File: config.mk
export PLATFORM = sky130hd
export DESIGN_NAME = elevator_request_scheduler
export DESIGN_NICKNAME = d
export VERILOG_FILES = /design/src/rtl/elevator_request_scheduler.sv
export SDC_FILE = /design/constraint.sdc
export NUM_CORES = 1
export LEC_CHECK = 0
export BUFFER_PORTS_ARGS = -buffer_cell sky130_fd_sc_hd__buf_2
export CAP_MARGIN = 20
export CORE_ASPECT_RATIO = 1.25
export CORE_MARGIN = 2
export CORE_UTILIZATION = 35
export DETAILED_ROUTE_END_ITERATION = 10
export PLACE_DENSITY = 0.6
export SYNTH_ARGS = -nofsm -noshare
export SYNTH_HDL_FRONTEND = slang
export SYNTH_SLANG_ARGS = --single-unit
export TNS_END_PERCENT = 20
File: constraint.sdc
create_clock -name clk -period 2 [get_ports clk]
set_input_delay 0.4 -clock clk [delete_from_list [all_inputs] [get_ports clk]]
set_output_delay 0.4 -clock clk [all_outputs]
set_load 0.01 [all_outputs]
File: src/rtl/elevator_request_scheduler.sv
// elevator_request_scheduler: keypad authentication with lockout, request
// latching while authorised, and SCAN-ordered target issue to the controller.
module elevator_request_scheduler #(
    parameter logic [3:0] PASSWORD       = 4'b1010,
    parameter int         MAX_ATTEMPTS   = 3,
    parameter int         LOCKOUT_CYCLES = 16
) (
    input  logic       clk,
    input  logic       rst,
    input  logic [3:0] req_btn,
    input  logic [3:0] key_digit,
    input  logic       key_valid,
    input  logic [1:0] current_floor,
    input  logic       door_open,
    output logic [1:0] floor_select,
    output logic [3:0] password,
    output logic       req_valid,
    output logic [3:0] pending,
    output logic       auth_ok,
    output logic       locked
);

    typedef enum logic [1:0] {
        AUTH_WAIT  = 2'd0,
        AUTHORIZED = 2'd1,
        LOCKOUT    = 2'd2
    } state_t;

    state_t     state, state_next;
    logic [2:0] fail_cnt, fail_cnt_next;
    logic [7:0] lock_cnt, lock_cnt_next;
    logic       dir_up, dir_up_next;
    logic       done_q, done_next;
    logic [3:0] pending_next;
    logic [1:0] floor_select_next;
    logic       req_valid_next;
    logic       retire;
    logic [3:0] retire_mask;
    logic       select_en;
    logic [2:0] up_hit, dn_hit, low_any, high_any;

    // {found, floor}: lowest pending floor at or above the given floor
    function automatic logic [2:0] lowest_at_or_above(input logic [3:0] pend,
                                                      input logic [1:0] floor);
        logic [2:0] res;
        res = 3'b000;
        for (int i = 3; i >= 0; i--) begin
            if (pend[i] && (i >= int'(floor))) res = {1'b1, 2'(i)};
        end
        return res;
    endfunction

    // {found, floor}: highest pending floor at or below the given floor
    function automatic logic [2:0] highest_at_or_below(input logic [3:0] pend,
                                                       input logic [1:0] floor);
        logic [2:0] res;
        res = 3'b000;
        for (int i = 0; i <= 3; i++) begin
            if (pend[i] && (i <= int'(floor))) res = {1'b1, 2'(i)};
        end
        return res;
    endfunction

    assign auth_ok  = (state == AUTHORIZED);
    assign locked   = (state == LOCKOUT);
    assign password = auth_ok ? PASSWORD : 4'b0000;

    // Retire, request latching and SCAN target selection
    always_comb begin
        retire       = req_valid && (current_floor == floor_select) && door_open;
        retire_mask  = retire ? (4'b0001 << floor_select) : 4'b0000;
        // A clear of the retiring floor overrides a simultaneous press of it
        pending_next = (pending | (auth_ok ? req_btn : 4'b0000)) & ~retire_mask;
        done_next    = retire && (pending_next == 4'b0000);
        select_en    = auth_ok && !req_valid && (pending != 4'b0000);
        up_hit       = lowest_at_or_above(pending, current_floor);
        dn_hit       = highest_at_or_below(pending, current_floor);
        low_any      = lowest_at_or_above(pending, 2'd0);
        high_any     = highest_at_or_below(pending, 2'd3);

        floor_select_next = floor_select;
        req_valid_next    = req_valid;
        dir_up_next       = dir_up;
        if (retire) begin
            req_valid_next = 1'b0;
        end else if (select_en) begin
            req_valid_next = 1'b1;
            if (dir_up) begin
                if (up_hit[2]) begin
                    floor_select_next = up_hit[1:0];
                end else begin
                    floor_select_next = high_any[1:0];
                    dir_up_next       = 1'b0;
                end
            end else begin
                if (dn_hit[2]) begin
                    floor_select_next = dn_hit[1:0];
                end else begin
                    floor_select_next = low_any[1:0];
                    dir_up_next       = 1'b1;
                end
            end
        end
    end

    // Auth FSM next state, failure counter and lockout timer
    always_comb begin
        state_next    = state;
        fail_cnt_next = fail_cnt;
        lock_cnt_next = lock_cnt;
        case (state)
            AUTH_WAIT: begin
                if (key_valid) begin
                    if (key_digit == PASSWORD) begin
                        state_next    = AUTHORIZED;
                        fail_cnt_next = 3'd0;
                    end else begin
                        fail_cnt_next = fail_cnt + 3'd1;
                        if ((fail_cnt + 3'd1) == 3'(MAX_ATTEMPTS)) begin
                            state_next    = LOCKOUT;
                            lock_cnt_next = 8'(LOCKOUT_CYCLES);
                        end
                    end
                end
            end
            LOCKOUT: begin
                // Exit on the edge that takes the timer to zero so that
                // locked stays high for exactly LOCKOUT_CYCLES cycles
                if (lock_cnt <= 8'd1) begin
                    state_next    = AUTH_WAIT;
                    lock_cnt_next = 8'd0;
                    fail_cnt_next = 3'd0;
                end else begin
                    lock_cnt_next = lock_cnt - 8'd1;
                end
            end
            AUTHORIZED: begin
                // Session ends the cycle after the last request retires,
                // unless a new press arrives in that cycle
                if (done_q && (pending == 4'b0000) && (req_btn == 4'b0000)) begin
                    state_next = AUTH_WAIT;
                end
            end
            default: state_next = AUTH_WAIT;
        endcase
    end

    // State register
    always_ff @(posedge clk) begin
        if (!rst) state <= AUTH_WAIT;
        else      state <= state_next;
    end

    // Counters, request vector, direction and issued target
    always_ff @(posedge clk) begin
        if (!rst) begin
            fail_cnt     <= 3'd0;
            lock_cnt     <= 8'd0;
            pending      <= 4'b0000;
            floor_select <= 2'd0;
            req_valid    <= 1'b0;
            dir_up       <= 1'b1;
            done_q       <= 1'b0;
        end else begin
            fail_cnt     <= fail_cnt_next;
            lock_cnt     <= lock_cnt_next;
            pending      <= pending_next;
            floor_select <= floor_select_next;
            req_valid    <= req_valid_next;
            dir_up       <= dir_up_next;
            done_q       <= done_next;
        end
    end

endmodule

**Yosys cells after proc, flatten, opt, wreduce, memory -nomap -nowiden**

Cells that the tools add are included.

- Shift-type cells: 1
- Muxes and demuxes: 38
- Equal/unequal tests: 11
- Order comparisons: 7
- Bitwise operators: 5
- $add $sub $neg: 2
- Reductions and logical operators: 25

Operator list:

| kind | number |
|---|---|
| 3-bit 2-to-1 mux | 11 |
| 8-bit 2-to-1 mux | 4 |
| 2-bit 2-to-1 mux | 14 |
| 8-bit one-hot mux with 2 select lines | 1 |
| 1-bit logical AND | 13 |
| 4-bit zero test | 3 |
| 4-bit 2-to-1 mux | 3 |
| 8-bit by 1-bit <= comparator with 1-bit output (second input constant) | 1 |
| 4-bit AND reduction | 2 |
| 8-bit by 1-bit subtractor with 8-bit output (second input constant) | 1 |
| 2-bit inequality test (second input constant) | 3 |
| 2-bit one-hot mux with 3 select lines | 1 |
| 3-bit one-hot mux with 2 select lines | 1 |
| 4-bit bitwise AND | 1 |
| 4-bit equality test (second input constant) | 1 |
| 1-bit by 2-bit greater-or-equal comparator with 1-bit output (first input constant) | 2 |
| 2-bit <= comparator (first input constant) | 2 |
| 2-bit by 1-bit inequality test with 1-bit output (second input constant) | 2 |
| 4-bit inverter | 1 |
| 4-bit bitwise OR | 1 |
| 4-bit nonzero test | 1 |
| 1-bit by 2-bit << shifter with 4-bit output (first input constant) | 1 |
| 3-bit by 1-bit adder with 3-bit output (second input constant) | 1 |
| 3-bit by 2-bit equality test with 1-bit output (second input constant) | 1 |
| other kinds (14) | 17 |

- Register bits after elaboration: 22

**Longest topological paths before layout**

- Word-level depth: 8
- Gate-level depth with buffers: 7
- Gate-level depth less buffers: 7

**Worst setup path after synthesis**

OpenSTA, ideal clock, no wires.

- Kind: flip-flop to flip-flop
- From: register lock_cnt[0]
- To: register lock_cnt[7]
- Slack: 0.250 ns
- Cell stages (with the launch flop): 7
- Setup time: 0.069 ns
- Arrival: 1.681 ns
- Cells stage by stage: dfxtp_1 -> inv_1 -> ha_1 -> nor2_1 -> o311ai_4 -> or4_1 -> o21ai_1

- Cells in the longest elaborated chain, start to end: 3
- Elaborated cells between the ends (all ways): 4

Ends and longest elaborated chain:

| element | line | source |
|---|---|---|
| start: declaration | 31 | `logic [7:0] lock_cnt, lock_cnt_next;` |
| start signal: assignment | 166 | `lock_cnt <= lock_cnt_next;` |
| 8-bit by 1-bit subtractor with 8-bit output / 8-bit by 1-bit <= comparator with 1-bit output (equally long branches) | 134, 129 |  |
| 8-bit 2-to-1 mux (*) | 129 | `if (lock_cnt <= 8'd1) begin` |
| 8-bit one-hot mux with 2 select lines (*) | 111 | `case (state)` |

Mark *: on every way between the ends. The rest lies on a longest branch, timed or not.
A chain may end at the register's enable or synchronous reset.

**Final worst setup path**

Ends and elaborated chain as after synthesis.

==> flow_metrics.env <==
export IMPL_power_density_mw_per_mm2=604.1
export IMPL_maxClockFrequency_ghz=0.5531
export IMPL_synth_top_cells_by_area="sky130_fd_sc_hd__dfxtp_1, sky130_fd_sc_hd__nor2_1, sky130_fd_sc_hd__o21ai_0"
export IMPL_fp_row_count=25
export IMPL_crit_path_cell_trace="inv_1 > ha_1 > nor2_1 > o311ai_4 > or4_1 > o21ai_1"
export IMPL_avgSynthCellArea_um2=7.924
export IMPL_grt_max_degree=14
export IMPL_holdCritStartpoint="lock_cnt[7]$_SDFFE_PN0P_"
export IMPL_ctsHtreeMaxLevel=1
export IMPL_netlist_cell_type_count=50
export IMPL_cp_buffers_inverters=1
export IMPL_nets=214
export IMPL_setup_reg_to_reg_worst_slack_ps=190
export IMPL_critical_path_startpoint_type="register"
export IMPL_worstSetupEndpointType="register"
export IMPL_rr_endpoint="lock_cnt[7]$_SDFFE_PN0P_"
export IMPL_crit_slowest_cell="sky130_fd_sc_hd__or4_1"
export IMPL_postCtsSetupRepairBufs=0
export IMPL_worst_endpoint_arrival_ps=2000
export IMPL_place_gp_congestion=0.8104
export IMPL_average_wire_length_per_cell_after_detail_routing_um=11.75
export IMPL_holdPathEnd="lock_cnt[7]$_SDFFE_PN0P_"
export IMPL_run_status="completed"
export IMPL_worst_endpoint_required_ps=2190
export IMPL_max_cap_violations=0
export IMPL_routed_via_density=5.120
export IMPL_clock_tree_from_tritoncts="yes"
export IMPL_layout_setup_ws_ps=192.0
export IMPL_timing_final_max_slew_violations=0
export IMPL_layout_drive_gt1_share_pct=21.54
export IMPL_startpoint_of_the_worst_register_to_register_path="lock_cnt[0]$_SDFFE_PN0P_"
export IMPL_synth_cells=177
export IMPL_cellInternalPower_w=0.0007505
export IMPL_design_core_area_mm2=0.003816
export IMPL_hold_violations=0
export IMPL_initial_core_util_pct=36.75
export IMPL_cts_root_buffer_cell="sky130_fd_sc_hd__clkbuf_8"
export IMPL_cts_resized_gates=0
export IMPL_detailroute_via_count=1275
export IMPL_yosysSeqAreaShare_pct=31.40
export IMPL_synth_main_ff_cell="sky130_fd_sc_hd__dfxtp_1"
export IMPL_finalWirelength_mm=2.926
export IMPL_multiInputGateArea_um2=830.8
export IMPL_grt_pass1_vias=1195
export IMPL_worst_r2r_cell_count=6
export IMPL_port_buffers=24
export IMPL_asyncSetResetFlopFracSynth_pct=0
export IMPL_part_of_the_total_power_dissipated_in_the_clock_network_pct=42.9
export IMPL_initialDrtViolationCount=109
export IMPL_switchingPower_w=0.0002048
export IMPL_cpPeakStageDelay_ps=470
export IMPL_drt_first_pass_iters=4
export IMPL_worst_hold_path_num_cells=1
export IMPL_comb_power_share_pct=9.5
export IMPL_netSwitchingFraction_pct=21.44
export IMPL_worst_path_max_fanout=7
export IMPL_fin_tns_setup_ps=0
export IMPL_io_pins=27
export IMPL_chipHeight_um=74.78
export IMPL_dpl_hpwl_mm=2.256
export IMPL_chipWidth_um=60.62
export IMPL_insertion_delay_ps=260
export IMPL_hold_slack_ps=466.1
export IMPL_preCtsSetupSlack_ps=198.6
export IMPL_grt_setup_unrepaired="false"
export IMPL_grt_antenna_before_repair=0
export IMPL_clock_skew_ps=5.980
export IMPL_first_pass_grt_wire_length_mm=5.037
export IMPL_cellLeakagePower_nw=0.6469
export IMPL_report_final_setup_viol=0
export IMPL_postLayoutCellArea_mm2=0.001582
export IMPL_dpl_cell_area_mm2=0.001510
export IMPL_final_period_utilization_pct=90.40
export IMPL_grtUsageTotal_pct=14.27
export IMPL_clock_sinks=22
export IMPL_total_power_w=0.0009554
export IMPL_criticalPathCategory="reg -> reg"
export IMPL_yosysWarningCount=0
export IMPL_timing_final_crit_period_ps=1808
export IMPL_vdd_ir_drop_max_mv=0.3587
export IMPL_cts_inserted_buffers=3
export IMPL_area_share_of_the_largest_cell_type_after_synthesis_pct=31.40
export IMPL_postCtsHoldBufs=0
export IMPL_synth_edff_count=0
export IMPL_pwr_share_seq_pct=47.6
export IMPL_die_area_mm2=0.004533
export IMPL_yosysTopAreaCell="sky130_fd_sc_hd__dfxtp_1"
export IMPL_gr_total_overflow=0
export IMPL_drtAntennaViolNets=0
export IMPL_synth_area_mm2=0.001403
export IMPL_fillers=414
export IMPL_layout_area_overhead_vs_synth_pct=12.76
export IMPL_route_detailed_drc=0
export IMPL_antenna_cells=0
export IMPL_clkSlewWorstSetupHoldPaths_ps=80
export IMPL_timing_hold_worst_class="reg -> reg"
export IMPL_cpLargestDelayFamily="simple AND/OR/NAND/NOR gates"
export IMPL_area_of_all_sequential_standard_cells_um2=440.4
export IMPL_postSynthRegisterBits=22
export IMPL_clk_path_buf_depth=2
[synth_stat cells, types with 3 or more instances]
cell type,number
sky130_fd_sc_hd__o21ai_0,13
sky130_fd_sc_hd__dfxtp_1,22
sky130_fd_sc_hd__nor4_1,4
sky130_fd_sc_hd__o31ai_1,4
sky130_fd_sc_hd__o211ai_1,6
sky130_fd_sc_hd__nor2b_1,3
sky130_fd_sc_hd__nor2_1,21
sky130_fd_sc_hd__buf_6,3
sky130_fd_sc_hd__a21oi_1,12
sky130_fd_sc_hd__nand2_1,14
sky130_fd_sc_hd__ha_1,4
sky130_fd_sc_hd__buf_4,7
sky130_fd_sc_hd__inv_1,6
sky130_fd_sc_hd__nand2b_1,4
sky130_fd_sc_hd__nor3_1,12
[final cells by class]
cell class	count	share of cell area, %
flip-flops and latches	22	27.85
multi-input cells	134	52.53
clock inverters	1	1.899
inverters	9	2.294
clock buffers	3	2.611
well taps	54	4.272
repair buffers	26	8.544
[metal layers]
layer  track usage [%]  vias to the layer above  wire length [um]
met5                 0                        -                 0
met3             2.749                        6                89
met1             16.95                      575              1393
li1                  -                      669                 -
met4             5.072                        0                49
met2             25.21                       25              1393
[worst register-to-register path: stages, from the launching register on]
cell	delay, ps
sky130_fd_sc_hd__dfxtp_1	430
sky130_fd_sc_hd__inv_1	70
sky130_fd_sc_hd__ha_1	240
sky130_fd_sc_hd__nor2_1	280
sky130_fd_sc_hd__o311ai_4	140
sky130_fd_sc_hd__or4_1	470
sky130_fd_sc_hd__o21ai_1	120
[per-stage QoR]
step                cells  utilization (%)
floorplan             178                -
finish                249            41.44
CTS                   249            41.44
global placement      245            39.57
detailed placement    245            39.57
global route          249            41.44
[how the worst max path moves through the flow]
stage / startpoint / to / slack [ps] / cells past startpoint
CTS: lock_cnt[0]$_SDFFE_PN0P_ / lock_cnt[7]$_SDFFE_PN0P_ / 190 / 6
global route: lock_cnt[0]$_SDFFE_PN0P_ / fail_cnt[2]$_SDFFE_PN0P_ / 40 / 7
global placement: lock_cnt[0]$_SDFFE_PN0P_ / lock_cnt[7]$_SDFFE_PN0P_ / 260 / 6
floorplan: lock_cnt[0]$_SDFFE_PN0P_ / lock_cnt[7]$_SDFFE_PN0P_ / 250 / 6
finish: lock_cnt[0]$_SDFFE_PN0P_ / lock_cnt[7]$_SDFFE_PN0P_ / 190 / 6
detailed placement: lock_cnt[0]$_SDFFE_PN0P_ / lock_cnt[7]$_SDFFE_PN0P_ / 200 / 6
[cell usage in the layout, fill, tap and decap left out, types with 2 or more instances in the layout]
master and n:
sky130_fd_sc_hd__or3_4 2, sky130_fd_sc_hd__nor4_1 4, sky130_fd_sc_hd__nor3_1 12, sky130_fd_sc_hd__nand4_1 2, sky130_fd_sc_hd__o211ai_1 6, sky130_fd_sc_hd__nand2_1 14
sky130_fd_sc_hd__o21ai_0 13, sky130_fd_sc_hd__inv_1 6, sky130_fd_sc_hd__xnor2_1 2, sky130_fd_sc_hd__nand2b_1 4, sky130_fd_sc_hd__dfxtp_1 22, sky130_fd_sc_hd__ha_1 4
sky130_fd_sc_hd__buf_4 2, sky130_fd_sc_hd__clkbuf_8 3, sky130_fd_sc_hd__nor2b_1 3, sky130_fd_sc_hd__buf_2 24, sky130_fd_sc_hd__a21oi_1 12, sky130_fd_sc_hd__and3_1 2
sky130_fd_sc_hd__nor2_1 21, sky130_fd_sc_hd__conb_1 2, sky130_fd_sc_hd__o31ai_1 4, sky130_fd_sc_hd__a211oi_1 2, sky130_fd_sc_hd__o21a_1 2
[flip-flops by register name, summed over array words and instances (netlist names)]
name,count
dir_up,1
done_q,1
fail_cnt,3
floor_select,2
lock_cnt,8
pending,4
req_valid,1
state,2
[power by group through the flow]
stage / Clock, W / Sequential [W] / Combinational (W)
6_report: 0.000410 / 0.000455 / 0.0000907
5_1_grt: 0.000436 / 0.000456 / 0.000104
3_3_place_gp: 0 / 0.000465 / 0.0000910
4_1_cts: 0.000423 / 0.000455 / 0.0000919
3_5_place_dp: 0 / 0.000465 / 0.0000915
2_1_floorplan: 0 / 0.000461 / 0.0000742
[logic make-up (layout without fill, tap and decap cells)]
group | after synthesis | in the layout | share of synthesized area [%]
adder cells (fa/ha/maj) | 4 | 4 | 3.568
other | 1 | 2 | 0.2674
AO/OA/AOI/OAI | 52 | 52 | 25.51
XOR/XNOR | 3 | 3 | 1.874
flip-flops | 22 | 22 | 31.40
buffers and inverters | 22 | 39 | 9.634
AND/OR/NAND/NOR | 73 | 73 | 27.74
(Power assumes the default switching activity.)
